## config.mk

```make
export PLATFORM = sky130hd
export DESIGN_NAME = rd_serial_tx
export DESIGN_NICKNAME = d
export VERILOG_FILES = /design/src/rtl/rd_serial_tx_pkg.sv /design/src/rtl/rd_pattern_gen.sv /design/src/rtl/rd_serial_tx.sv
export SDC_FILE = /design/constraint.sdc
export NUM_CORES = 1
export LEC_CHECK = 0
export BUFFER_PORTS_ARGS = -buffer_cell sky130_fd_sc_hd__buf_2
export CAP_MARGIN = 20
export CORE_ASPECT_RATIO = 0.8
export CORE_UTILIZATION = 45
export DETAILED_ROUTE_END_ITERATION = 7
export PLACE_DENSITY = 0.74
export SETUP_SLACK_MARGIN = 0.15
export SKIP_CTS_REPAIR_TIMING = 1
export SLEW_MARGIN = 20
export SYNTH_ARGS = -nofsm -noshare
export SYNTH_HDL_FRONTEND = slang
export SYNTH_SLANG_ARGS = --single-unit
```

## constraint.sdc

```tcl
create_clock -name CLK -period 3.3 [get_ports CLK]
set_clock_uncertainty 0.1 [all_clocks]
set_input_delay 0.165 -clock CLK [delete_from_list [all_inputs] [get_ports CLK]]
set_output_delay 0.165 -clock CLK [all_outputs]
set_load 0.005 [all_outputs]
```

## src/rtl/rd_serial_tx_pkg.sv

```systemverilog
// +------------------------------------------------------------------+
// | rd_serial_tx_pkg : shared RD serial-link types and constants     |
// | Rev 1.0                                                          |
// +------------------------------------------------------------------+
`default_nettype none

package rd_serial_tx_pkg;

  typedef enum logic [1:0] {
    PAT_RAMP  = 2'd0,
    PAT_CONST = 2'd1,
    PAT_LFSR  = 2'd2,
    PAT_RSVD  = 2'd3
  } rd_pattern_e;

  typedef enum logic [1:0] {
    ST_IDLE = 2'd0,
    ST_WAIT = 2'd1,
    ST_SEND = 2'd2,
    ST_GAP  = 2'd3
  } rd_state_e;

  typedef struct packed {
    logic [11:0] lane1;
    logic [11:0] lane0;
  } rd_word_t;

  localparam int unsigned c_data_bits  = 12;
  localparam int unsigned c_frame_len  = 13;
  localparam int unsigned c_max_words  = 2048;
  localparam int unsigned c_gap_cycles = 2;

  // x^12+x^6+x^4+x+1 expressed as a mask over state bits 11,5,3,0
  localparam logic [11:0] c_lfsr_seed = 12'hACE;
  localparam logic [11:0] c_lfsr_taps = 12'b1000_0010_1001;

  function automatic logic odd_parity(input logic [11:0] d);
    return ~(^d);
  endfunction

  function automatic logic [11:0] bit_rev12(input logic [11:0] d);
    logic [11:0] r;
    for (int k = 0; k < 12; k++) begin
      r[k] = d[11-k];
    end
    return r;
  endfunction

endpackage

`default_nettype wire

```

## src/rtl/rd_pattern_gen.sv

```systemverilog
// +------------------------------------------------------------------+
// | rd_pattern_gen : ramp / constant / LFSR word source for RD lanes |
// | Rev 1.0                                                          |
// +------------------------------------------------------------------+
`default_nettype none

module rd_pattern_gen
  import rd_serial_tx_pkg::*;
(
  input  logic        CLK,
  input  logic        RSTN,
  input  logic        SEED,
  input  logic        ADVANCE,
  input  logic [11:0] WORD_IDX,
  input  logic [1:0]  PATTERN,
  input  logic [23:0] CONST_DATA,
  output rd_word_t    WORD
);

  logic [11:0] r_lfsr;

  always_ff @(posedge CLK or negedge RSTN) begin
    if (!RSTN) begin
      r_lfsr <= c_lfsr_seed;
    end else if (SEED) begin
      r_lfsr <= c_lfsr_seed;
    end else if (ADVANCE) begin
      r_lfsr <= {r_lfsr[10:0], ^(r_lfsr & c_lfsr_taps)};
    end
  end

  // Reserved pattern code falls through to the ramp default.
  always_comb begin
    WORD = '{lane1: ~WORD_IDX, lane0: WORD_IDX};
    case (PATTERN)
      PAT_CONST: WORD = '{lane1: CONST_DATA[23:12], lane0: CONST_DATA[11:0]};
      PAT_LFSR:  WORD = '{lane1: bit_rev12(r_lfsr), lane0: r_lfsr};
      default:   ;
    endcase
  end

endmodule

`default_nettype wire

```

## src/rtl/rd_serial_tx.sv

```systemverilog
// +------------------------------------------------------------------+
// | rd_serial_tx : triggered two-lane RD serial transmitter          |
// | Rev 1.0                                                          |
// +------------------------------------------------------------------+
`default_nettype none

module rd_serial_tx
  import rd_serial_tx_pkg::*;
(
  input  logic        CLK,
  input  logic        RSTN,
  input  logic        TRIG_IN,
  input  logic [11:0] NWORDS,
  input  logic [15:0] DELAY,
  input  logic [1:0]  PATTERN,
  input  logic [23:0] CONST_DATA,
  input  logic [1:0]  PERR_INJECT,
  output logic        SERIAL_DATA0_OUT,
  output logic        SERIAL_DATA1_OUT,
  output logic        ENABLE_XFR_OUT,
  output logic        BUSY,
  output logic        DONE,
  output logic [7:0]  TRIG_DROPPED
);

  rd_state_e   r_state;
  rd_state_e   w_state_nxt;

  logic        r_trig_d;
  logic [15:0] r_wait_cnt;
  logic [3:0]  r_bit_cnt;
  logic [11:0] r_word_idx;
  logic [11:0] r_nwords;
  logic [1:0]  r_gap_cnt;
  logic [1:0]  r_perr;
  logic [11:0] r_sh0;
  logic [11:0] r_sh1;
  logic        r_par0;
  logic        r_par1;
  logic [7:0]  r_dropped;

  logic        w_trig_edge;
  logic        w_accept;
  logic        w_load;
  logic        w_last_bit;
  logic        w_more_words;
  rd_word_t    w_word;

  assign w_trig_edge  = TRIG_IN & ~r_trig_d;
  assign w_last_bit   = (r_bit_cnt == 4'(c_frame_len - 1));
  // r_word_idx counts words already loaded, so it doubles as the pattern index.
  assign w_more_words = (r_word_idx != r_nwords);
  assign TRIG_DROPPED = r_dropped;

  rd_pattern_gen u_pattern_gen (
    .CLK        (CLK),
    .RSTN       (RSTN),
    .SEED       (w_accept),
    .ADVANCE    (w_load),
    .WORD_IDX   (r_word_idx),
    .PATTERN    (PATTERN),
    .CONST_DATA (CONST_DATA),
    .WORD       (w_word)
  );

  always_ff @(posedge CLK or negedge RSTN) begin
    if (!RSTN) begin
      r_state <= ST_IDLE;
    end else begin
      r_state <= w_state_nxt;
    end
  end

  always_comb begin
    w_state_nxt      = r_state;
    w_accept         = 1'b0;
    w_load           = 1'b0;
    ENABLE_XFR_OUT   = 1'b0;
    SERIAL_DATA0_OUT = 1'b0;
    SERIAL_DATA1_OUT = 1'b0;
    BUSY             = (r_state != ST_IDLE);
    DONE             = 1'b0;
    case (r_state)
      ST_IDLE: begin
        if (w_trig_edge) begin
          w_accept    = 1'b1;
          w_state_nxt = ST_WAIT;
        end
      end
      ST_WAIT: begin
        if (r_wait_cnt == 16'd0) begin
          if (r_nwords == 12'd0) begin
            w_state_nxt = ST_GAP;
          end else begin
            w_load      = 1'b1;
            w_state_nxt = ST_SEND;
          end
        end
      end
      ST_SEND: begin
        ENABLE_XFR_OUT   = 1'b1;
        SERIAL_DATA0_OUT = w_last_bit ? r_par0 : r_sh0[11];
        SERIAL_DATA1_OUT = w_last_bit ? r_par1 : r_sh1[11];
        if (w_last_bit) begin
          if (w_more_words) begin
            w_load = 1'b1;
          end else begin
            w_state_nxt = ST_GAP;
          end
        end
      end
      ST_GAP: begin
        DONE = (r_gap_cnt == 2'd0);
        if (r_gap_cnt == 2'(c_gap_cycles - 1)) begin
          w_state_nxt = ST_IDLE;
        end
      end
      default: w_state_nxt = ST_IDLE;
    endcase
  end

  always_ff @(posedge CLK or negedge RSTN) begin
    if (!RSTN) begin
      r_trig_d   <= 1'b0;
      r_wait_cnt <= 16'd0;
      r_bit_cnt  <= 4'd0;
      r_word_idx <= 12'd0;
      r_nwords   <= 12'd0;
      r_gap_cnt  <= 2'd0;
      r_perr     <= 2'b00;
      r_sh0      <= 12'd0;
      r_sh1      <= 12'd0;
      r_par0     <= 1'b0;
      r_par1     <= 1'b0;
      r_dropped  <= 8'd0;
    end else begin
      r_trig_d <= TRIG_IN;

      if (w_trig_edge && (r_state != ST_IDLE) && (r_dropped != 8'hFF)) begin
        r_dropped <= r_dropped + 8'd1;
      end

      if (w_accept) begin
        r_wait_cnt <= DELAY;
        r_nwords   <= (NWORDS > 12'(c_max_words)) ? 12'(c_max_words) : NWORDS;
        r_perr     <= PERR_INJECT;
        r_word_idx <= 12'd0;
      end else if ((r_state == ST_WAIT) && (r_wait_cnt != 16'd0)) begin
        r_wait_cnt <= r_wait_cnt - 16'd1;
      end

      // Word is captured on the same edge that starts driving its MSB.
      if (w_load) begin
        r_sh0      <= w_word.lane0;
        r_sh1      <= w_word.lane1;
        r_par0     <= odd_parity(w_word.lane0) ^ r_perr[0];
        r_par1     <= odd_parity(w_word.lane1) ^ r_perr[1];
        r_bit_cnt  <= 4'd0;
        r_word_idx <= r_word_idx + 12'd1;
      end else if (r_state == ST_SEND) begin
        r_sh0     <= {r_sh0[10:0], 1'b0};
        r_sh1     <= {r_sh1[10:0], 1'b0};
        r_bit_cnt <= r_bit_cnt + 4'd1;
      end

      if ((w_state_nxt == ST_GAP) && (r_state != ST_GAP)) begin
        r_gap_cnt <= 2'd0;
      end else if (r_state == ST_GAP) begin
        r_gap_cnt <= r_gap_cnt + 2'd1;
      end
    end
  end

endmodule

`default_nettype wire

```

== Word level (Yosys, flattened, before mapping) ==
Cells that the tools add are included.

* Register bits: 97
* Latch bits: 0
* Memory bits (writable): 0
* ROM bits: 0
* Bits of input ports: 59
* Output and inout port bits: 13
* Word-level logic and storage cells: 91
* Memories: 0

* Add/subtract/negate cells: 5
* $mul: 0
* Div/mod/pow operators: 0
* Magnitude comparators: 1
* Equal/unequal tests: 11
* Shifts and indexed selects: 0
* Muxes and demuxes: 36
* Bitwise logic cells: 7
* Reduce and logical (&&, ||, !) cells: 17

{| class="wikitable"
|+ Operators by type and width
! kind !! number
|-
| two-way mux 12 bit || 9
|-
| one-hot mux 24 bit (2 select lines) || 1
|-
| XOR reduction 12 bit || 3
|-
| two-way mux 16 bit || 2
|-
| zero test 16 bit || 1
|-
| nonzero test 16 bit || 1
|-
| subtractor 16 x 1 -> 16 bit, second input constant || 1
|-
| two-way mux 2 bit || 7
|-
| two-way mux 1 bit || 13
|-
| adder 12 x 1 -> 12 bit, second input constant || 1
|-
| > comparator 12 bit, second input constant || 1
|-
| zero test 12 bit || 1
|-
| inequality test 12 bit || 1
|-
| inverter 12 bit || 1
|-
| nonzero test 2 bit || 5
|-
| adder 8 x 1 -> 8 bit, second input constant || 1
|-
| equality test 2 bit, second input constant || 4
|-
| two-way mux 4 bit || 2
|-
| inequality test 8 bit, second input constant || 1
|-
| one-hot mux 2 bit (4 select lines) || 1
|-
| equality test 2 x 1 -> 1 bit, second input constant || 3
|-
| adder 4 x 1 -> 4 bit, second input constant || 1
|-
| equality test 4 bit, second input constant || 1
|-
| logical AND 1 bit || 4
|-
| 7 further kinds || 11
|}

== Longest topological paths before layout ==
* Depth in word-level cells: 7
* Mapped depth: 11
* Depth with buffers taken out: 8

== Cells and area by module ==
A second synthesis with hierarchy kept.

* Cells, all modules: 590
* Area, all modules: 5,591.6 um^2

{| class="wikitable"
|+ Modules (own cells, without submodules)
! module !! times used !! cells an instance !! area each (um^2) !! seq. area each (um^2)
|-
| rd_serial_tx || 1 || 475 || 4,619.4 || 2,127.0
|-
| rd_pattern_gen || 1 || 115 || 972.2 || 309.0
|}

== Worst setup path before layout ==
No wires, ideal clock.

* Path type: reg2reg
* From: register r_wait_cnt[0]
* To: register r_wait_cnt[11]
* Library setup time: 135 ps
* Arrival: 2,226 ps
* Required time: 3,065 ps
* Slack: 839 ps
* Cell stages (with the launch flop): 10
* Buffers on the path: 1
* Period minus slack after synthesis: 2,461 ps
* Cells stage by stage: dfrtp_1 inv_1 ha_1 or4b_1 o41ai_1 or4_1 buf_2 nor4_1 xnor2_1 o21ai_0

* Word-level cells in the longest chain between the ends: 3
* Elaborated cells between the ends (all ways): 6
* Classes of those cells: 1 x add/sub; 2 x mux; 3 x reduce/logical

{| class="wikitable"
|+ Ends and longest elaborated chain
! item !! line !! text
|-
| start, declared || rd_serial_tx.sv:30 || <nowiki>logic [15:0] r_wait_cnt;</nowiki>
|-
| start signal, assigned || rd_serial_tx.sv:149 || <nowiki>r_wait_cnt <= r_wait_cnt - 16'd1;</nowiki>
|-
| subtractor 16 x 1 -> 16 bit or nonzero test 16 bit (tied branches) || rd_serial_tx.sv:149, rd_serial_tx.sv:148 ||
|-
| two-way mux 16 bit or logical AND 1 bit (tied branches) || rd_serial_tx.sv:148 || <nowiki>end else if ((r_state == ST_WAIT) && (r_wait_cnt != 16'd0)) begin</nowiki>
|-
| two-way mux 16 bit or nonzero test 2 bit (tied branches) || - ||
|}

Several ways; a longest one is shown, not always the timed one. The select of a mux whose other input is x is not followed.
A chain may end at the register's enable or synchronous reset.

== Worst setup path after layout ==
* From: register r_wait_cnt[0]
* To: register r_par0

* Word-level cells in the longest chain between the ends: 3

{| class="wikitable"
|+ Ends and longest elaborated chain
! item !! line !! text
|-
| zero test 16 bit || rd_serial_tx.sv:91 || <nowiki>if (r_wait_cnt == 16'd0) begin</nowiki>
|-
| two-way mux 1 bit || rd_serial_tx.sv:91 ||
|-
| one-hot mux 1 bit (2 select lines) || rd_serial_tx.sv:83 || <nowiki>case (r_state)</nowiki>
|-
| end signal, assigned || rd_serial_tx.sv:156 || <nowiki>r_par0 <= odd_parity(w_word.lane0) ^ r_perr[0];</nowiki>
|-
| end, declared || rd_serial_tx.sv:38 || <nowiki>logic r_par0;</nowiki>
|}

Every way passes these cells.

==> results.toml <==
[status]
status = "finished, violations left"
violations = "hold timing"

[floorplan]
die_h_um = 103
core_area_mm2 = 0.0123
ios = 72
dieWidth_um = 128
die_area_mm2 = 0.0131
initial_utilization_pct = 46.4
rows = 36

[clocking]
clock-sinks = 97
clk_latency_ps = 360
numCtsBuffers = 9
path_clk_slew_ps = 70
clockRootBuffer = "clkbuf_16"
htree_levels = 3
cts_tree = "done"
cts_buffer_depth = 2

[power_and_ir_drop]
power_frac_comb_pct = 30.3
switchingPower_mw = 1.40
p_seq_share_pct = 41.0
internal_power_mw = 2.71
power_density_mw_per_mm2 = 600
p_leak_nw = 3.07
p_clk_share_pct = 28.7
peakVddDrop_mv = 0.424
swShare_pct = 34.1
total_power_mw = 4.12

[placement]
placed_area_mm2 = 0.00624
dp_hpwl_mm = 10.3
portBuffers = 71
dpl.cell_count = 802
dp_worst_setup_slack_ps = 479
gp_congestion = 0.921

[critical_path]
critPathKind = "reg2reg"
worstPathMaxFanout = 24
crit_required_ps = 3440
worst_ep_arrival_time_ps = 2950
end_kind = "flop"
crit_path_start_kind = "flop"

[sta]
hold_violations = 2
finalSetupViolCount = 0
holdWs_ps = -35.5
tightest_slew_ps = 768
fmax_mhz = 356
timing.final.crit_share_pct = 85.1
tns_ps = 0
fin_crit_ps = 2810
setup_slack_ps = 492
slew_headroom_pct = 48.8
rsz0062_at_grt = "false"
timing_max_transition_violations_final = 0

[detailed_routing]
drtIter0Drc = 422
vias_per_cell = 5.69
ant_nets = 0
dr.pass1.iters = 6
wl_per_cell_um = 17.4
drc = 0
vias = 4823
totalWireLength_mm = 14.7

[worst_hold_path]
hp-class = "in2reg"

[layout]
syn_to_final_growth_pct = 20.2
fin_area_mm2 = 0.00686
fin_cells = 847
antenna_cells = 0
nets = 745
layout-drive-gt1-share_pct = 18.6
fin_util_pct = 55.8

[global_route]
grt_util_all_layers_pct = 22.9
grt_max_degree = 49
grt-ovfl-total = 0
grt_antenna_before_repair = 0
grt_pass1_wl_mm = 23.1
grt_pass1_vias = 4507

[yosys]
yosys_warnings = 0
synthArstFlopShare_pct = 100
ys_seq_elements = 97
synthCells = 584
yosys-top-cells-area = "dfrtp_1 39%, mux2i_1 7.7%, xnor2_1 6.0%, nand2_1 4.5%, o21ai_0 3.9%"
avgSynthCellArea_um2 = 9.78
synth_edf_count = 0
netlist_area_mm2 = 0.00571
synth_top_area_share_pct = 39.4
yosysSeqAreaShare_pct = 42.7
yosysUniqueCellTypes = 51
synth_top_cell_by_area = "dfrtp_1"
synthFlopType = "dfrtp_1"
syn-num-nets = 658

[run]
cap_violations = 0
==> final timing paths <==
| kind | cells past startpoint | slack [ps] | from | to |
|---|---|---|---|---|
| max in group asynchronous | 3 | 2020 | RSTN | u_pattern_gen.r_lfsr[6]$_DFFE_PN1P_ |
| min reg2reg | 1 | 390 | TRIG_DROPPED[6]$_DFFE_PN0P_ | TRIG_DROPPED[6]$_DFFE_PN0P_ |
| min in group asynchronous | 2 | 260 | RSTN | r_sh1[4]$_DFFE_PN0P_ |
| max reg2reg | 8 | 490 | r_wait_cnt[0]$_DFFE_PN0P_ | r_par0$_DFFE_PN0P_ |
| min | 3 | -40 | NWORDS[3] | r_nwords[3]$_DFFE_PN0P_ |
| max | 8 | 490 | r_wait_cnt[0]$_DFFE_PN0P_ | r_par0$_DFFE_PN0P_ |
==> worst max-delay path, cell delays in order (launching register included) <==
cell	delay, ps
dfrtp_1	390
inv_1	120
ha_1	170
or4b_1	530
nor4_4	280
and3_1	240
o21ba_4	240
nor2_2	240
mux2_2	370
==> cell type report <==
| cell class | count | area (um2) |
|---|---|---|
| clock buffers | 9 | 225 |
| flip-flops and latches | 97 | 2440 |
| clock inverters | 7 | 110 |
| repair buffers | 114 | 753 |
| fillers | 1065 | 5430 |
| inverters | 13 | 48.8 |
| multi-input cells | 436 | 3080 |
| well taps | 171 | 214 |
==> cell usage after synthesis, drive strengths merged (4+ instances only) <==
library cell / count
nand3b: 5
nor2b: 6
a211oi: 4
a21oi: 11
nand2: 68
dfrtp: 90
and3: 4
xnor2: 39
ha: 15
mux2i: 44
buf: 15
nand3: 36
xor2: 13
a221o: 9
o21ai: 45
clkbuf: 23
o211ai: 10
a221oi: 4
a22oi: 12
dfstp: 7
nand4: 10
a22o: 7
nor4: 10
nand2b: 9
nor2: 21
xnor3: 6
mux2: 4
or4: 6
nor3: 9
inv: 13
==> cell usage in the layout, fill, tap and decap left out, drive strengths merged, types with 10 or more instances in the layout <==
master       Yosys  layout
mux2i           44      44
xor2            13      13
ha              15      15
dfrtp           90      90
dlygate4sd3      0      29
nand3           36      36
nand2           68      68
nand4           10      10
buf             15      85
a22oi           12      12
nor4            10      10
inv             13      16
a21oi           11      11
xnor2           39      39
nor2            21      21
o21ai           45      45
o211ai          10      10
==> kinds of logic after synthesis <==
group                      share of synthesized area, %
DFF                                                42.7
xor gates and xnor gates                           10.3
adders and majority gates                          3.29
and+or+nand+nor                                    16.9
muxes                                              8.50
buffers and inverters                              3.59
AOI/OAI and AO/OA                                  14.7
==> metal layers <==
metal | global-route usage, % | routed length, um | up-vias | share of wire [%]
met5 | 0 | 0 | - | 0
met4 | 5.97 | 199 | 0 | 1.4
met3 | 5.81 | 815 | 21 | 5.5
met2 | 34.0 | 6740 | 149 | 46
met1 | 33.3 | 6960 | 2383 | 47
li1 | - | - | 2270 | -
==> power groups by stage <==
| stage | Combinational, mW | Clock (mW) | Sequential (mW) |
|---|---|---|---|
| 5_1_grt | 1.38 | 1.25 | 1.72 |
| 3_3_place_gp | 1.15 | 0 | 1.68 |
| 3_5_place_dp | 1.20 | 0 | 1.70 |
| 6_report | 1.25 | 1.18 | 1.69 |
| 2_1_floorplan | 0.891 | 0 | 1.64 |
| 4_1_cts | 1.20 | 1.20 | 1.68 |
==> registers in the layout (all words and copies together), names as in the netlist, 4 cells and up <==
signal / flops
r_wait_cnt: 16
r_sh0: 12
r_sh1: 12
u_pattern_gen.r_lfsr: 12
r_word_idx: 12
r_bit_cnt: 4
r_nwords: 12
TRIG_DROPPED: 8
Note: power is estimated with default switching activity, not from simulation.
